File: src/rtl/flash_wr_packer.sv
// Byte-to-word packer feeding the flash write controller: packs host bytes low-first
// into 16-bit words, buffers them in a FIFO and hands them out with auto-incrementing addresses.
module flash_wr_packer #(
  parameter int         BUF_DEPTH = 32,
  parameter int         LVL_W     = 6,
  parameter logic [7:0] PAD_BYTE  = 8'hFF
) (
  input  logic             clkin_50,
  input  logic             sys_resetn,
  input  logic             start,
  input  logic [24:0]      start_addr,
  input  logic [7:0]       byte_in,
  input  logic             byte_valid,
  output logic             byte_ready,
  input  logic             flush,
  output logic [15:0]      wr_data,
  output logic [24:0]      wr_addr,
  output logic             wr_valid,
  input  logic             wr_ready,
  output logic [15:0]      word_count,
  output logic [LVL_W-1:0] buf_level,
  output logic             busy,
  output logic             done,
  output logic             addr_wrap,
  output logic             drop_err
);
  localparam int AW = $clog2(BUF_DEPTH);

  typedef enum logic [1:0] {S_IDLE, S_RUN, S_FLUSH, S_DONE} state_t;

  state_t           state, state_nxt;
  logic [15:0]      mem [BUF_DEPTH];
  logic [AW-1:0]    wptr, rptr;
  logic [LVL_W-1:0] level;
  logic             half;
  logic [7:0]       low;
  logic             full, empty, go;
  logic             accept, push_byte, push_pad, push, pop;
  logic [15:0]      push_data;

  assign full  = (level == LVL_W'(BUF_DEPTH));
  assign empty = (level == '0);
  assign go    = (state == S_IDLE) && start;

  // Only the registered full flag gates the high byte, so wr_ready never reaches byte_ready.
  assign byte_ready = (state == S_RUN) && !(half && full);
  assign accept     = byte_valid && byte_ready;
  assign push_byte  = accept && half;
  assign push_pad   = (state == S_FLUSH) && half && !full;
  assign push       = push_byte || push_pad;
  assign push_data  = push_pad ? {PAD_BYTE, low} : {byte_in, low};

  assign wr_valid  = !empty;
  assign pop       = wr_valid && wr_ready;
  assign wr_data   = wr_valid ? mem[rptr] : '0;
  assign buf_level = level;
  assign busy      = (state != S_IDLE);
  assign done      = (state == S_DONE);

  always_comb begin
    state_nxt = state;
    case (state)
      S_IDLE:  if (start) state_nxt = S_RUN;
      S_RUN:   if (flush) state_nxt = S_FLUSH;
      S_FLUSH: if (empty && !half) state_nxt = S_DONE;
      S_DONE:  state_nxt = S_IDLE;
      default: state_nxt = S_IDLE;
    endcase
  end

  always_ff @(posedge clkin_50 or negedge sys_resetn) begin
    if (!sys_resetn) state <= S_IDLE;
    else             state <= state_nxt;
  end

  // Storage carries no reset; wr_data is masked while the FIFO is empty.
  always_ff @(posedge clkin_50) begin
    if (push) mem[wptr] <= push_data;
  end

  always_ff @(posedge clkin_50 or negedge sys_resetn) begin
    if (!sys_resetn) begin
      wptr       <= '0;
      rptr       <= '0;
      level      <= '0;
      half       <= 1'b0;
      low        <= '0;
      wr_addr    <= '0;
      word_count <= '0;
      addr_wrap  <= 1'b0;
    end else if (go) begin
      wptr       <= '0;
      rptr       <= '0;
      level      <= '0;
      half       <= 1'b0;
      wr_addr    <= start_addr;
      word_count <= '0;
      addr_wrap  <= 1'b0;
    end else begin
      if (push) wptr <= wptr + AW'(1);
      if (pop)  rptr <= rptr + AW'(1);
      if (push && !pop)      level <= level + LVL_W'(1);
      else if (pop && !push) level <= level - LVL_W'(1);
      if (push) begin
        half <= 1'b0;
      end else if (accept) begin
        half <= 1'b1;
        low  <= byte_in;
      end
      if (pop) begin
        wr_addr <= wr_addr + 25'd1;
        if (wr_addr == 25'h1FFFFFF) addr_wrap <= 1'b1;
        if (word_count != 16'hFFFF) word_count <= word_count + 16'd1;
      end
    end
  end

  always_ff @(posedge clkin_50 or negedge sys_resetn) begin
    if (!sys_resetn)                       drop_err <= 1'b0;
    else if (byte_valid && state != S_RUN) drop_err <= 1'b1;
    else if (go)                           drop_err <= 1'b0;
  end
endmodule
File: config.mk
export PLATFORM = sky130hd
export DESIGN_NAME = flash_wr_packer
export DESIGN_NICKNAME = d
export VERILOG_FILES = /design/src/rtl/flash_wr_packer.sv
export SDC_FILE = /design/constraint.sdc
export NUM_CORES = 1
export LEC_CHECK = 0
export BUFFER_PORTS_ARGS = -buffer_cell sky130_fd_sc_hd__buf_4
export CAP_MARGIN = 20
export CORE_MARGIN = 5
export CORE_UTILIZATION = 61
export DETAILED_ROUTE_END_ITERATION = 16
export PLACE_DENSITY_LB_ADDON = 0.15
export SLEW_MARGIN = 0
export SYNTH_ARGS = -nofsm -noshare
export SYNTH_HDL_FRONTEND = slang
export SYNTH_SLANG_ARGS = --single-unit
File: constraint.sdc
create_clock -name clkin_50 -period 3.4 [get_ports clkin_50]
set_input_delay 0.34 -clock clkin_50 [delete_from_list [all_inputs] [get_ports clkin_50]]
set_output_delay 0.34 -clock clkin_50 [all_outputs]
set_load 0.02 [all_outputs]
# Word-level counts from Yosys, hierarchy flattened
# Memory sizes are Yosys's and may differ from the RTL's.
# Cells that the tools add are included.
# totals
register_bits,70
mem_bits_rw,512
inputBits,39
elab_cells,90
memories,1
# op_classes
n_addsub,6
eq_ne,10
muxes,28
n_bitwise,2
reduce_logical,33
# mem_list
name,words,word_bits,rd,rd_ports_with_merged_regs,wr,line_no,text
mem,32,16,1,0,1,32,logic [15:0] mem [BUF_DEPTH];
# op_table
operator,count
$mux 16,5
$mux 25,2
$add 25x1->25 const B,1
$eq 25x25->1 const B,1
$mux 5,4
$mux 6,3
$add 16x1->16 const B,1
$ne 16x16->1 const B,1
$logic_and 1x1->1,12
$reduce_bool 2->1,6
$add 5x1->5 const B,2
$mux 1,10
$pmux 2 s4,1
$add 6x1->6 const B,1
$eq 6x6->1 const B,1
$logic_not 1->1,6
$logic_not 6->1,1
$mux 2,3
$reduce_and 3->1,2
$reduce_bool 3->1,2
$sub 6x1->6 const B,1
$eq 2x2->1 const B,2
$ne 2x1->1 const B,2
$ne 2x2->1 const B,2
other kinds (5),7

# Longest topological paths before layout
# Gate-level depths: netlist (run 1).
# depth
ltp_word,12
ltp_mapped,13

# Least setup slack after synthesis (run 1)
# No wires, ideal clock.
# synth_path
kind,flip-flop to flip-flop
startpoint,reg level[1] (netlist: buf_level[1])
endpoint,reg level[5] (netlist: buf_level[5])
setup_ns,0.079
t_arrival_ns,2.655
t_required_ns,3.321
slack_ns,0.666
path_stages_with_launch,11
n_path_buf,1
cell_sequence,dfrtp_1 -> nor4_4 -> a211oi_2 -> buf_2 -> nand2_1 -> ha_1 -> a211oi_1 -> o21bai_1 -> a21oi_1 -> mux2i_1 -> mux2i_1
# synth_via
elab_chain_cells,10
elab_cells_between_ends,22
# synth_rtl
item,line_no,text
from (decl),34,logic [LVL_W-1:0] level;
from (signal assigned),102,if (push && !pop) level <= level + LVL_W'(1);
from (signal assigned),103,else if (pop && !push) level <= level - LVL_W'(1);
"parallel branches: the longest is 10 deep, another holds $sub 6x1->6",n/a,
# Several ways; the timed one is not identified. The select of a mux whose other input is x is not followed.
# A chain may end at the register's enable or synchronous reset.

# Final worst setup path (run 1)
# layout_path
startpoint,reg rptr[0]
endpoint,out wr_data[8]
# layout_via
elab_chain_cells,2
# layout_rtl
item,line_no,text
from (decl),33,"logic [AW-1:0] wptr, rptr;"
from (signal assigned),101,if (pop) rptr <= rptr + AW'(1);
$mem_v2 32x16,n/a,
$mux 16,55,assign wr_data = wr_valid ? mem[rptr] : '0;
to (decl),16,"output logic [15:0] wr_data,"
# Every way passes these cells.

==> PnR_summary.wiki, run 1 <==
{| class="wikitable"
! Metric !! Value
|-
| Run status || completed
|-
| Worst Clk Skew || 17.37 ps
|-
| Maximum clock rate || 0.3022 GHz
|-
| Relative max-transition margin || 26.95%
|-
| Clk sinks || 582
|-
| CTS buffer count || 55
|-
| Unrepaired setup endpoints after global routing || false
|-
| Kind of critical path || reg -> out
|-
| Number of vias per cell || 6.237
|-
| Buffers plus inverters on the worst setup path || 2
|-
| Max capacitance violation total || 0
|-
| Largest area contributor in the netlist || sky130_fd_sc_hd__edfxtp_1
|-
| Avg Cell Area, Syn || 17.90 µm²
|-
| Horizontal die dimension || 206.4 µm
|-
| Leakage component of the power || 0.009583 µW
|-
| Initial cell density of the core || 61.33%
|-
| Most frequent cell after synthesis || sky130_fd_sc_hd__edfxtp_1
|-
| Path length in cells of the critical path || 7
|-
| Clk pin slew, worst setup/hold paths || 60 ps
|-
| Total core area || 0.03838 mm²
|-
| Area growth from synthesis to final layout || 17.73%
|-
| Sum Neg Setup Slack || 0 ps
|-
| Leading cell types by total area after synthesis || sky130_fd_sc_hd__edfxtp_1 65%, sky130_fd_sc_hd__mux4_2 9.2%, sky130_fd_sc_hd__dfrtp_1 7.4%, sky130_fd_sc_hd__mux2i_1 3.0%, sky130_fd_sc_hd__a211oi_1 1.1%
|-
| Netlist area before placement || 0.02354 mm²
|-
| Cell count after synthesis || 1315
|-
| Worst-case clock buffer depth || 3
|-
| Number of violations reported at the end of detailed-routing iteration 0 || 1176
|-
| 1st-pass router iterations || 5
|-
| Global-route usage over all layers || 26.57%
|-
| Register Area || 0.01713 mm²
|-
| Tightest Pin Transition || 1096 ps
|-
| Register-to-Register Path Depth || 10
|-
| HPWL after detailed placement || 33.15 mm
|-
| Cell chain of the critical path || buf_12, mux4_2, a22o_1, a211oi_2, a21oi_1, and2_1, buf_4
|-
| Antenna violations before repair || 1
|-
| Pre-CTS setup slack || 470.0 ps
|-
| Share of the clock period used by the worst path || 97.33%
|-
| Core Rows || 72
|-
| Hold Crit Class || in -> reg
|-
| Routability Congestion || 0.8190
|-
| Final critical-path required period || 3309 ps
|-
| Startpoint kind of the worst setup timing path || flip-flop
|-
| Antenna violation net count after detailed routing || 0
|-
| Endpoints failing hold || 0
|-
| Vias in the first global route || 13230
|-
| Cell at the root of the clock tree || sky130_fd_sc_hd__clkbuf_16
|-
| Setup Viol. Count Final || 0
|-
| Total area of multi-input combinational cells || 0.006056 mm²
|-
| Cells on Worst Hold Path || 3
|-
| Number of H-tree levels || 2
|-
| DRT Wirelength || 55.61 mm
|-
| Pwr/cell area || 807.1 mW/mm²
|-
| Worst supply voltage drop on vdd || 0.5208 mV
|-
| GR Overflow Total || 0
|-
| Final worst setup slack || 90.79 ps
|-
| Sequential element share of the synthesized area || 72.77%
|-
| CTS tree || yes
|-
| Number of ports placed on the die boundary || 108
|-
| Fill cells || 2357
|-
| Final #Nets || 1593
|-
| Largest stage delay on the critical path || 540 ps
|-
| Worst Setup End Kind || output pin
|-
| Port buffer count || 107
|-
| EDFF count, synth || 512
|-
| Maximum number of pins on one net before global-route repair || 71
|-
| Worst Path Arrival || 2970 ps
|-
| DR vias || 13120
|-
| Die outline area || 0.04261 mm²
|-
| Share of synthesized registers carrying an async set or reset || 12.03%
|-
| Cell type of the slowest stage on the worst timing path || sky130_fd_sc_hd__mux4_2
|-
| Dominant synthesized flop cell || sky130_fd_sc_hd__edfxtp_1
|-
| Final routed DRC violation total || 0
|-
| Data required, critical path || 3060 ps
|-
| Die H || 206.4 µm
|-
| Routed len/inst || 26.44 µm
|-
| Cell class contributing the biggest share of worst-path delay || compound AO/OA/AOI/OAI gates
|-
| Flip-flop and latch count after synthesis || 582
|-
| Ranking of synthesized cells by instance count || 512 x sky130_fd_sc_hd__edfxtp_1, 96 x sky130_fd_sc_hd__mux4_2, 71 x sky130_fd_sc_hd__mux2i_1, 70 x sky130_fd_sc_hd__dfrtp_1, 62 x sky130_fd_sc_hd__nor2_1
|-
| Share of cells above drive strength 1 || 26.52%
|-
| Final Max Tran Viols || 0
|-
| Net count after synthesis || 1370
|-
| Maximum fanout along the worst path || 25
|-
| Share of the synthesized area in the top cell type || 65.33%
|-
| First-pass GRT wire length || 82.56 mm
|-
| Distinct cells, synth || 56
|-
| Count of warnings emitted by yosys || 0
|-
| Latest clock arrival within the worst-skew pair || 610 ps
|}
==> power breakdown <==
group          internal, µW  switching [µW]  leakage (µW)  total, µW
logic                  3150            3740       0.00323       6900
registers              8780             748       0.00550       9530
clock network          3360            2580      0.000857       5940
==> area by class of cell <==
class                           count  area share [%]
Clock buffer                       68           5.292
Sequential cell                   582           61.84
Multi-Input combinational cell    649           21.86
Antenna cell                        1        0.009031
Clock inverter                     35           1.002
Timing Repair Buffer              235           7.460
Tap cell                          518           2.339
Inverter                           15          0.2032
==> worst paths after layout <==
| check | startpoint | end | slack (ps) |
|---|---|---|---|
| worst min register to register | drop_err | drop_err | 510 |
| worst min-delay path | start | wptr[4] | 190 |
| worst max-delay path | rptr[0] | wr_data[8] | 90 |
| max in group asynchronous | sys_resetn | rptr[0] | 2280 |
| worst max register to register | buf_level[1] | buf_level[5] | 680 |
| min in group asynchronous | sys_resetn | word_count[11] | 420 |
==> cells by family (layout without fill, tap and decap cells) <==
| family | after synthesis | after routing | synth area share [%] |
|---|---|---|---|
| flip-flops | 582 | 582 | 72.77 |
| AND/OR/NAND/NOR | 229 | 229 | 4.902 |
| AO/OA/AOI/OAI | 189 | 189 | 5.550 |
| multiplexers | 176 | 176 | 12.64 |
| buffers and inverters | 84 | 353 | 1.776 |
| XOR/XNOR | 39 | 39 | 1.483 |
| adder cells (fa/ha/maj) | 16 | 16 | 0.8825 |
| other | 0 | 1 | 0 |
==> registers in the layout (all words and copies together), names as in the netlist, 2 cells and up <==
| signal | cells |
|---|---|
| buf_level | 6 |
| low | 8 |
| mem | 512 |
| rptr | 5 |
| state | 2 |
| word_count | 16 |
| wptr | 5 |
| wr_addr | 25 |
==> through the flow <==
step / area, µm² / hold WS, ps / instances / util [%] / power, µW
2_1_floorplan: 23540 / 44.41 / 1315 / - / 13710
3_3_place_gp: 25300 / 484.9 / 1951 / 65.94 / 16020
3_5_place_dp: 25300 / 494.7 / 1951 / 65.94 / 16150
4_1_cts: 27510 / 165.0 / 2096 / 71.69 / 22230
5_1_grt: 27710 / 185.7 / 2103 / 72.20 / 23290
6_report: 27710 / 193.3 / 2103 / 72.20 / 22360
==> layout by cell type (no fill, tap or decap), types with 16 or more instances in the layout <==
cell type                       Yosys  layout
sky130_fd_sc_hd__edfxtp_1         512     512
sky130_fd_sc_hd__o221ai_1          17      17
sky130_fd_sc_hd__a22o_1            18      17
sky130_fd_sc_hd__a22oi_1           16      16
sky130_fd_sc_hd__mux2i_1           71      71
sky130_fd_sc_hd__a21oi_1           28      28
sky130_fd_sc_hd__dfrtp_1           70      68
sky130_fd_sc_hd__nor2_1            62      61
sky130_fd_sc_hd__mux4_2            96      96
sky130_fd_sc_hd__dlygate4sd3_1      0      35
sky130_fd_sc_hd__and2_1            18      18
sky130_fd_sc_hd__xnor2_1           24      24
sky130_fd_sc_hd__o21ai_0           31      31
sky130_fd_sc_hd__nand2_1           58      58
sky130_fd_sc_hd__clkbuf_16          0      57
sky130_fd_sc_hd__a211oi_1          33      22
sky130_fd_sc_hd__buf_4             17     186
sky130_fd_sc_hd__o22ai_1           17      17
==> what timing repair did <==
item	CTS	global route
endpoints found under the hold margin	104	0
hold buffers	35	0
resized for setup	4	12
setup buffers	6	0
gates cloned	1	1
endpoints found under the setup margin	12	10
==> worst min-delay path: stages <==
cell	delay, ps
sky130_fd_sc_hd__buf_4	100
sky130_fd_sc_hd__nand2_1	160
sky130_fd_sc_hd__o21a_1	150
==> routing by layer <==
layer | up-vias | global-route usage [%] | part of all wire [%]
li1 | 5717 | - | -
met1 | 6691 | 36.77 | 39
met2 | 618 | 43.33 | 49
met3 | 90 | 5.257 | 8.4
met4 | 0 | 8.650 | 3.0
met5 | - | 0 | 0
No activity file was read; power rests on OpenSTA's default activity.
==> inputs of run 2 (changes only) <==
Settings changed: CORE_ASPECT_RATIO set to 0.8.
==> run 2 against run 1 <==
Routed wire length is 3.6% lower. Non-clock buffer count shrank 14. Largest cell class unchanged. Largest power group unchanged. Register-to-register slack worse by 250 ps. Highest routed layer unchanged. Cell count shrank 2.0%. Total power fell by 0.72%.
==> PnR_summary.wiki, run 2 (synthesis gave the netlist of run 1 again) <==
{| class="wikitable"
! Metric !! Value
|-
| Pre-CTS setup slack || 456.5 ps (-13.45 ps)
|-
| CTS buffer count || 55 (unchanged)
|-
| Leading cell types in the layout, fill and taps excluded || 512 x sky130_fd_sc_hd__edfxtp_1, 166 x sky130_fd_sc_hd__buf_4, 96 x sky130_fd_sc_hd__mux4_2, 71 x sky130_fd_sc_hd__mux2i_1, 67 x sky130_fd_sc_hd__dfrtp_1
|-
| Startpoint of the worst hold path || byte_in[2]
|-
| Data required, critical path || 3060 ps (about the same)
|-
| Maximum number of pins on one net before global-route repair || 71 (unchanged)
|-
| Leakage component of the power || 0.009504 µW (-0.82%)
|-
| Latest clock arrival within the worst-skew pair || 590 ps (-20 ps)
|-
| Routability Congestion || 0.8120 (-0.85%)
|-
| Routed met2 length || 25.24 mm (-7.8%)
|-
| Fill cells || 2322 (-1.5%)
|-
| CTS tree || yes
|-
| Number of antenna diodes || 0 (-1)
|-
| Core Rows || 64 (-11%)
|-
| Sum of met3 wire segment lengths after detailed routing || 4.890 mm (+4.2%)
|-
| Tightest Pin Transition || 1039 ps (-56.35 ps)
|-
| Initial cell density of the core || 61.62% (+0.29 points)
|-
| Total placed cells including tap cells || 1915 (-1.8%)
|-
| Final critical-path required period || 3328 ps (+19.24 ps)
|-
| Register-to-Register Path Depth || 9 (-1)
|-
| Worst-case clock buffer depth || 3 (unchanged)
|-
| Worst Setup End Kind || output pin
|-
| 1st-pass router iterations || 5 (unchanged)
|-
| Antenna violations before repair || 1 (unchanged)
|-
| Routed len/inst || 26.02 µm (-1.6%)
|-
| Worst Path Arrival || 2990 ps (+20 ps)
|-
| Startpoint kind of the worst setup timing path || flip-flop
|-
| Post-Route M1 WL || 22.44 mm (+2.6%)
|-
| DR vias || 13060 (-0.47%)
|-
| Pwr/cell area || 805.1 mW/mm² (-0.25%)
|-
| Number of vias per cell || 6.337 (+1.6%)
|-
| Clk sinks || 582 (unchanged)
|-
| Maximum clock rate || 0.3004 GHz (-0.58%)
|-
| Uppermost routed layer || met4
|-
| Antenna violation net count after detailed routing || 0 (unchanged)
|-
| Cells on Worst Hold Path || 2 (-1)
|-
| Final worst setup slack || 71.55 ps (-19.24 ps)
|-
| Most frequent standard cell in the layout excluding fill and tap cells || sky130_fd_sc_hd__edfxtp_1
|-
| Setup slack of the most critical reg-to-reg path || 430 ps (-250 ps)
|-
| Area growth from synthesis to final layout || 17.18%
|-
| HPWL after detailed placement || 32.64 mm (-1.5%)
|-
| GR Overflow Total || 0 (unchanged)
|-
| Vias in the first global route || 13160 (-0.51%)
|-
| Worst supply voltage drop on vdd || 0.4677 mV (-10%)
|-
| Horizontal die dimension || 229.6 µm (+11%)
|-
| Run status || completed
|-
| Die outline area || 0.04263 mm² (about the same)
|-
| Cell at the root of the clock tree || sky130_fd_sc_hd__clkbuf_16
|-
| Total core area || 0.03820 mm² (-0.47%)
|-
| Final Max Tran Viols || 0 (unchanged)
|-
| Max capacitance violation total || 0 (unchanged)
|-
| Share of cells above drive strength 1 || 25.56% (-0.96 points)
|-
| First-pass GRT wire length || 81.82 mm (-0.89%)
|-
| Share of the clock period used by the worst path || 97.90% (+0.57 points)
|-
| Final #Nets || 1579 (-0.88%)
|-
| Unrepaired setup endpoints after global routing || false
|-
| Largest Register || mem
|-
| Endpoints failing hold || 0 (unchanged)
|-
| Number of ports placed on the die boundary || 108 (unchanged)
|-
| Hold Crit Class || in -> reg
|-
| Kind of critical path || reg -> out
|-
| Post-Route Hold Slack || 30.16 ps (-163.1 ps)
|-
| Reg2Reg Launch Point || buf_level[0]
|-
| Final instance count without filler cells || 2060 (-2.0%)
|-
| Largest register FFs || 512 (unchanged)
|-
| Sum Neg Setup Slack || 0 ps (unchanged)
|-
| DRT Wirelength || 53.60 mm (-3.6%)
|-
| Worst Clk Skew || 25.84 ps (+8.477 ps)
|-
| Number of violations reported at the end of detailed-routing iteration 0 || 1381 (+17%)
|-
| RR Endpoint || buf_level[5]
|-
| Number of H-tree levels || 2 (unchanged)
|-
| Setup Viol. Count Final || 0 (unchanged)
|-
| Regs by FF count || mem (512), wr_addr (25), word_count (16)
|-
| Post-layout total power || 22200 µW (-0.72%)
|-
| Final routed DRC violation total || 0 (unchanged)
|-
| Maximum fanout along the worst path || 15 (-40%)
|-
| Clk pin slew, worst setup/hold paths || 60 ps (about the same)
|-
| Worst hold path endpoint || low[2]
|-
| Die H || 185.7 µm (-10%)
|-
| Global-route usage over all layers || 25.54% (-1.0 points)
|-
| Relative max-transition margin || 30.71% (+3.8 points)
|-
| Port buffer count || 107 (unchanged)
|}
run 2: cell types whose count changed in the layout (fill, tap and decap cells not counted), sizes merged, moves of 2 or more:
cell	previous run	this run
buf	198	187
clkbuf	69	75
clkinv	28	20
dlygate4sd3	35	33
run 2: worst max-delay path by stage:
| stage | endpoint | slack, ps | startpoint | cells past startpoint |
|---|---|---|---|---|
| after floorplan | buf_level[5] | 670 | buf_level[1] | 10 |
| after global routing | wr_data[3] | 10 | rptr[0] | 8 |
| after CTS | wr_data[5] | 40 | rptr[0] | 7 |
| final | wr_data[5] | 70 | rptr[0] | 7 |
| after global placement | wr_data[5] | 470 | rptr[0] | 7 |
| after detailed placement | wr_data[5] | 460 | rptr[0] | 7 |
run 2: worst max-delay path: stages, from the launching register on:
cell                       delay (ps)
sky130_fd_sc_hd__dfrtp_4          500
sky130_fd_sc_hd__buf_12           200
sky130_fd_sc_hd__mux4_2           520
sky130_fd_sc_hd__a22o_1           260
sky130_fd_sc_hd__a211oi_1         450
sky130_fd_sc_hd__a21oi_2          130
sky130_fd_sc_hd__and2_1           190
sky130_fd_sc_hd__buf_4            150
run 2: per-stage QoR:
stage	utilization [%]	cell area (µm²)
floorplan	-	23540
global placement	66.15	25270
detailed placement	66.15	25270
CTS	71.73	27400
global route	72.20	27580
finish	72.20	27580
run 2: area by class of cell:
| type | count | area, µm² | area share (%) |
|---|---|---|---|
| sequential | 582 | 17140 | 62.13 |
| clock buffer | 74 | 1468 | 5.322 |
| inverter | 15 | 56.30 | 0.2042 |
| clock inverter | 24 | 210.2 | 0.7622 |
| multi-input combinational | 649 | 6027 | 21.85 |
| tap | 495 | 619.3 | 2.246 |
| timing repair buffer | 221 | 2062 | 7.477 |
run 2: metal layers:
| metal | vias to the layer above | global-route usage (%) |
|---|---|---|
| met3 | 71 | 5.414 |
| met4 | 0 | 5.338 |
| met5 | - | 0 |
| met2 | 575 | 40.43 |
| met1 | 6706 | 37.90 |
| li1 | 5703 | - |
run 2: what timing repair did:
action | in CTS | in global routing
hold buffers | 33 | 0
setup buffers | 8 | 0
pin swaps | 0 | 0
resized for setup | 2 | 3
cloned | 0 | 1
endpoints found under the hold margin | 102 | 0
endpoints found under the setup margin | 10 | 2
run 2: where the power goes:
part	internal (µW)	switching (µW)	total, µW	leakage (µW)
registers	8780	661	9440	0.00549
logic	3220	3790	7010	0.00319
clock network	3250	2510	5760	0.000820
==> inputs of run 3 (changes only) <==
Settings changed: CELL_PAD_IN_SITES_DETAIL_PLACEMENT set to 0, CELL_PAD_IN_SITES_GLOBAL_PLACEMENT set to 1, CORE_UTILIZATION 61 to 53, CTS_CLUSTER_SIZE set to 20.
==> run 3 against run 2 <==
Cell count is 6.5% higher. Routed wire length is 2.9% higher. Core utilization fell by 8.8 points. Sequential share of layout area shrank 1.0 points. Total power up 2.2%. Clock skew down 2.9 ps. Die area increased by 14%. Critical path depth is 2 higher. Sequential power up 1%. Largest cell class unchanged. Highest routed layer unchanged.
==> PnR_summary.wiki, run 3 (synthesis gave the netlist of run 1 again) <==
{| class="wikitable"
! Metric !! Value
|-
| GR Overflow Total || 0 (unchanged)
|-
| Horizontal die dimension || 245.6 µm (+7.0%)
|-
| Startpoint kind of the worst setup timing path || flip-flop
|-
| Final worst setup slack || 100.4 ps (+28.89 ps)
|-
| Kind of critical path || reg -> out
|-
| Worst Setup End Kind || output pin
|-
| Worst-case clock buffer depth || 3 (unchanged)
|-
| Endpoints failing hold || 0 (unchanged)
|-
| Share of the clock period used by the worst path || 97.05% (-0.85 points)
|-
| GRT busiest layer || met2
|-
| Max capacitance violation total || 0 (unchanged)
|-
| Worst supply voltage drop on vdd || 0.4706 mV (+0.62%)
|-
| Cells on Worst Hold Path || 3 (+1)
|-
| Most frequent standard cell in the layout excluding fill and tap cells || sky130_fd_sc_hd__edfxtp_1
|-
| Largest register FFs || 512 (unchanged)
|-
| Capturing instance or port of the critical path || wr_data[14]
|-
| Maximum fanout along the worst path || 19 (+4)
|-
| DR vias || 12890 (-1.2%)
|-
| Maximum clock rate || 0.3031 GHz (+0.88%)
|-
| Hold Crit Class || in -> reg
|-
| Global-route usage over all layers || 22.95% (-2.6 points)
|-
| Post-Route Hold Slack || 187.8 ps (+157.7 ps)
|-
| Setup crit start || rptr[0]
|-
| Setup slack of the most critical reg-to-reg path || 460 ps (+30 ps)
|-
| HPWL after detailed placement || 33.77 mm (+3.4%)
|-
| Fill cells || 3144 (+35%)
|-
| Register Area || 0.01714 mm² (unchanged)
|-
| GR Util met1 || 34.34% (-3.6 points)
|-
| Die outline area || 0.04875 mm² (+14%)
|-
| Largest Register || mem
|-
| Setup Viol. Count Final || 0 (unchanged)
|-
| Maximum number of pins on one net before global-route repair || 71 (unchanged)
|-
| GR Util met2 || 35.82% (-4.6 points)
|-
| Die H || 198.5 µm (+6.9%)
|-
| Area growth from synthesis to final layout || 19.09%
|-
| Pre-CTS setup slack || 326.4 ps (-130.1 ps)
|-
| Clk pin slew, worst setup/hold paths || 60 ps (about the same)
|-
| Worst Path Arrival || 2960 ps (-30 ps)
|-
| Leakage component of the power || 0.009669 µW (+1.7%)
|-
| CTS tree || yes
|-
| Number of ports placed on the die boundary || 108 (unchanged)
|-
| Total core area || 0.04420 mm² (+16%)
|-
| Leading cell types in the layout, fill and taps excluded || 512 x sky130_fd_sc_hd__edfxtp_1, 188 x sky130_fd_sc_hd__buf_4, 96 x sky130_fd_sc_hd__mux4_2, 71 x sky130_fd_sc_hd__mux2i_1, 67 x sky130_fd_sc_hd__dfrtp_1
|-
| Data required, critical path || 3060 ps (about the same)
|-
| Util after Layout || 63.41% (-8.8 points)
|-
| 1st-pass router iterations || 5 (unchanged)
|-
| DRT Wirelength || 55.13 mm (+2.9%)
|-
| Pwr/cell area || 809.6 mW/mm² (+0.56%)
|-
| Final instance count without filler cells || 2194 (+6.5%)
|-
| Antenna violations before repair || 0 (-1)
|-
| Final #Nets || 1600 (+1.3%)
|-
| Latest clock arrival within the worst-skew pair || 610 ps (+20 ps)
|-
| Clk sinks || 582 (unchanged)
|-
| Vias in the first global route || 13250 (+0.67%)
|-
| Final routed DRC violation total || 0 (unchanged)
|-
| Routed len/inst || 25.13 µm (-3.4%)
|-
| Number of H-tree levels || 2 (unchanged)
|-
| Port buffer count || 107 (unchanged)
|-
| CTS buffer count || 55 (unchanged)
|-
| Sum Neg Setup Slack || 0 ps (unchanged)
|-
| Final Max Tran Viols || 0 (unchanged)
|-
| Unrepaired setup endpoints after global routing || true
|-
| Relative max-transition margin || 28.04% (-2.7 points)
|-
| Run status || completed
|-
| Number of antenna diodes || 0 (unchanged)
|-
| Number of violations reported at the end of detailed-routing iteration 0 || 1183 (-14%)
|-
| Core Rows || 69 (+7.8%)
|-
| Total area of multi-input combinational cells || 0.006066 mm² (+0.64%)
|-
| Cell at the root of the clock tree || sky130_fd_sc_hd__clkbuf_16
|-
| Initial cell density of the core || 53.24% (-8.4 points)
|-
| Grt met3 use || 4.299% (-1.1 points)
|-
| Regs by FF count || mem (512), wr_addr (25), word_count (16)
|-
| Worst Clk Skew || 22.95 ps (-2.894 ps)
|-
| First-pass GRT wire length || 83.76 mm (+2.4%)
|-
| Antenna violation net count after detailed routing || 0 (unchanged)
|-
| Tightest Pin Transition || 1079 ps (+40.04 ps)
|-
| Final critical-path required period || 3300 ps (-28.89 ps)
|-
| Routability Congestion || 0.7839 (-3.5%)
|-
| Register-to-Register Path Depth || 9 (unchanged)
|-
| Number of vias per cell || 5.876 (-7.3%)
|-
| Total placed cells including tap cells || 2036 (+6.3%)
|-
| RR Endpoint || buf_level[5]
|-
| Reg2Reg Launch Point || buf_level[0]
|-
| Share of cells above drive strength 1 || 27.22% (+1.7 points)
|}
-- run 3: area by class of cell --
type | instances | area share, %
Inverter | 15 | 0.2009
Multi-Input combinational cell | 649 | 21.64
Timing Repair Buffer | 242 | 7.790
Tap cell | 603 | 2.692
Sequential cell | 582 | 61.14
Clock buffer | 68 | 5.120
Clock inverter | 35 | 1.420
-- run 3: worst max-delay path, stage by stage, from the launching register on --
cell	delay [ps]
sky130_fd_sc_hd__dfrtp_4	500
sky130_fd_sc_hd__buf_12	130
sky130_fd_sc_hd__buf_16	160
sky130_fd_sc_hd__buf_16	180
sky130_fd_sc_hd__buf_4	130
sky130_fd_sc_hd__mux4_2	480
sky130_fd_sc_hd__a22oi_1	310
sky130_fd_sc_hd__a21oi_1	110
sky130_fd_sc_hd__and2_1	170
sky130_fd_sc_hd__buf_4	150
-- run 3: what timing repair did --
action | in CTS | in global routing
cloned | 0 | 1
hold buffers | 35 | 0
resized for setup | 4 | 10
buffers inserted | 2 | 13
setup endpoints to repair | 14 | 12
hold endpoints to repair | 104 | 0
-- run 3: power by group --
part           total, µW  internal [µW]  switching, µW
sequential          9540           8780            761
combinational       6910           3250           3660
clock               6240           3610           2630
-- run 3: layer usage --
metal  wire length (µm)  part of all wire (%)
met1              24630                    45
met2              26060                    47
met3               3589                   6.5
met4                855                   1.6
met5                  0                     0
-- run 3: how the worst min path moves through the flow --
stage | endpoint | from | slack, ps
finish | state[0] | flush | 190
global route | state[0] | flush | 200
CTS | state[0] | flush | 150
detailed placement | drop_err | drop_err | 520
global placement | drop_err | drop_err | 520
floorplan | addr_wrap | sys_resetn | 40
-- run 3: stage by stage --
stage | total power [µW] | cell area (µm²)
2_1_floorplan | 13710 | 23540
3_3_place_gp | 16140 | 25510
3_5_place_dp | 16220 | 25510
4_1_cts | 22540 | 27730
5_1_grt | 23750 | 28030
6_report | 22690 | 28030
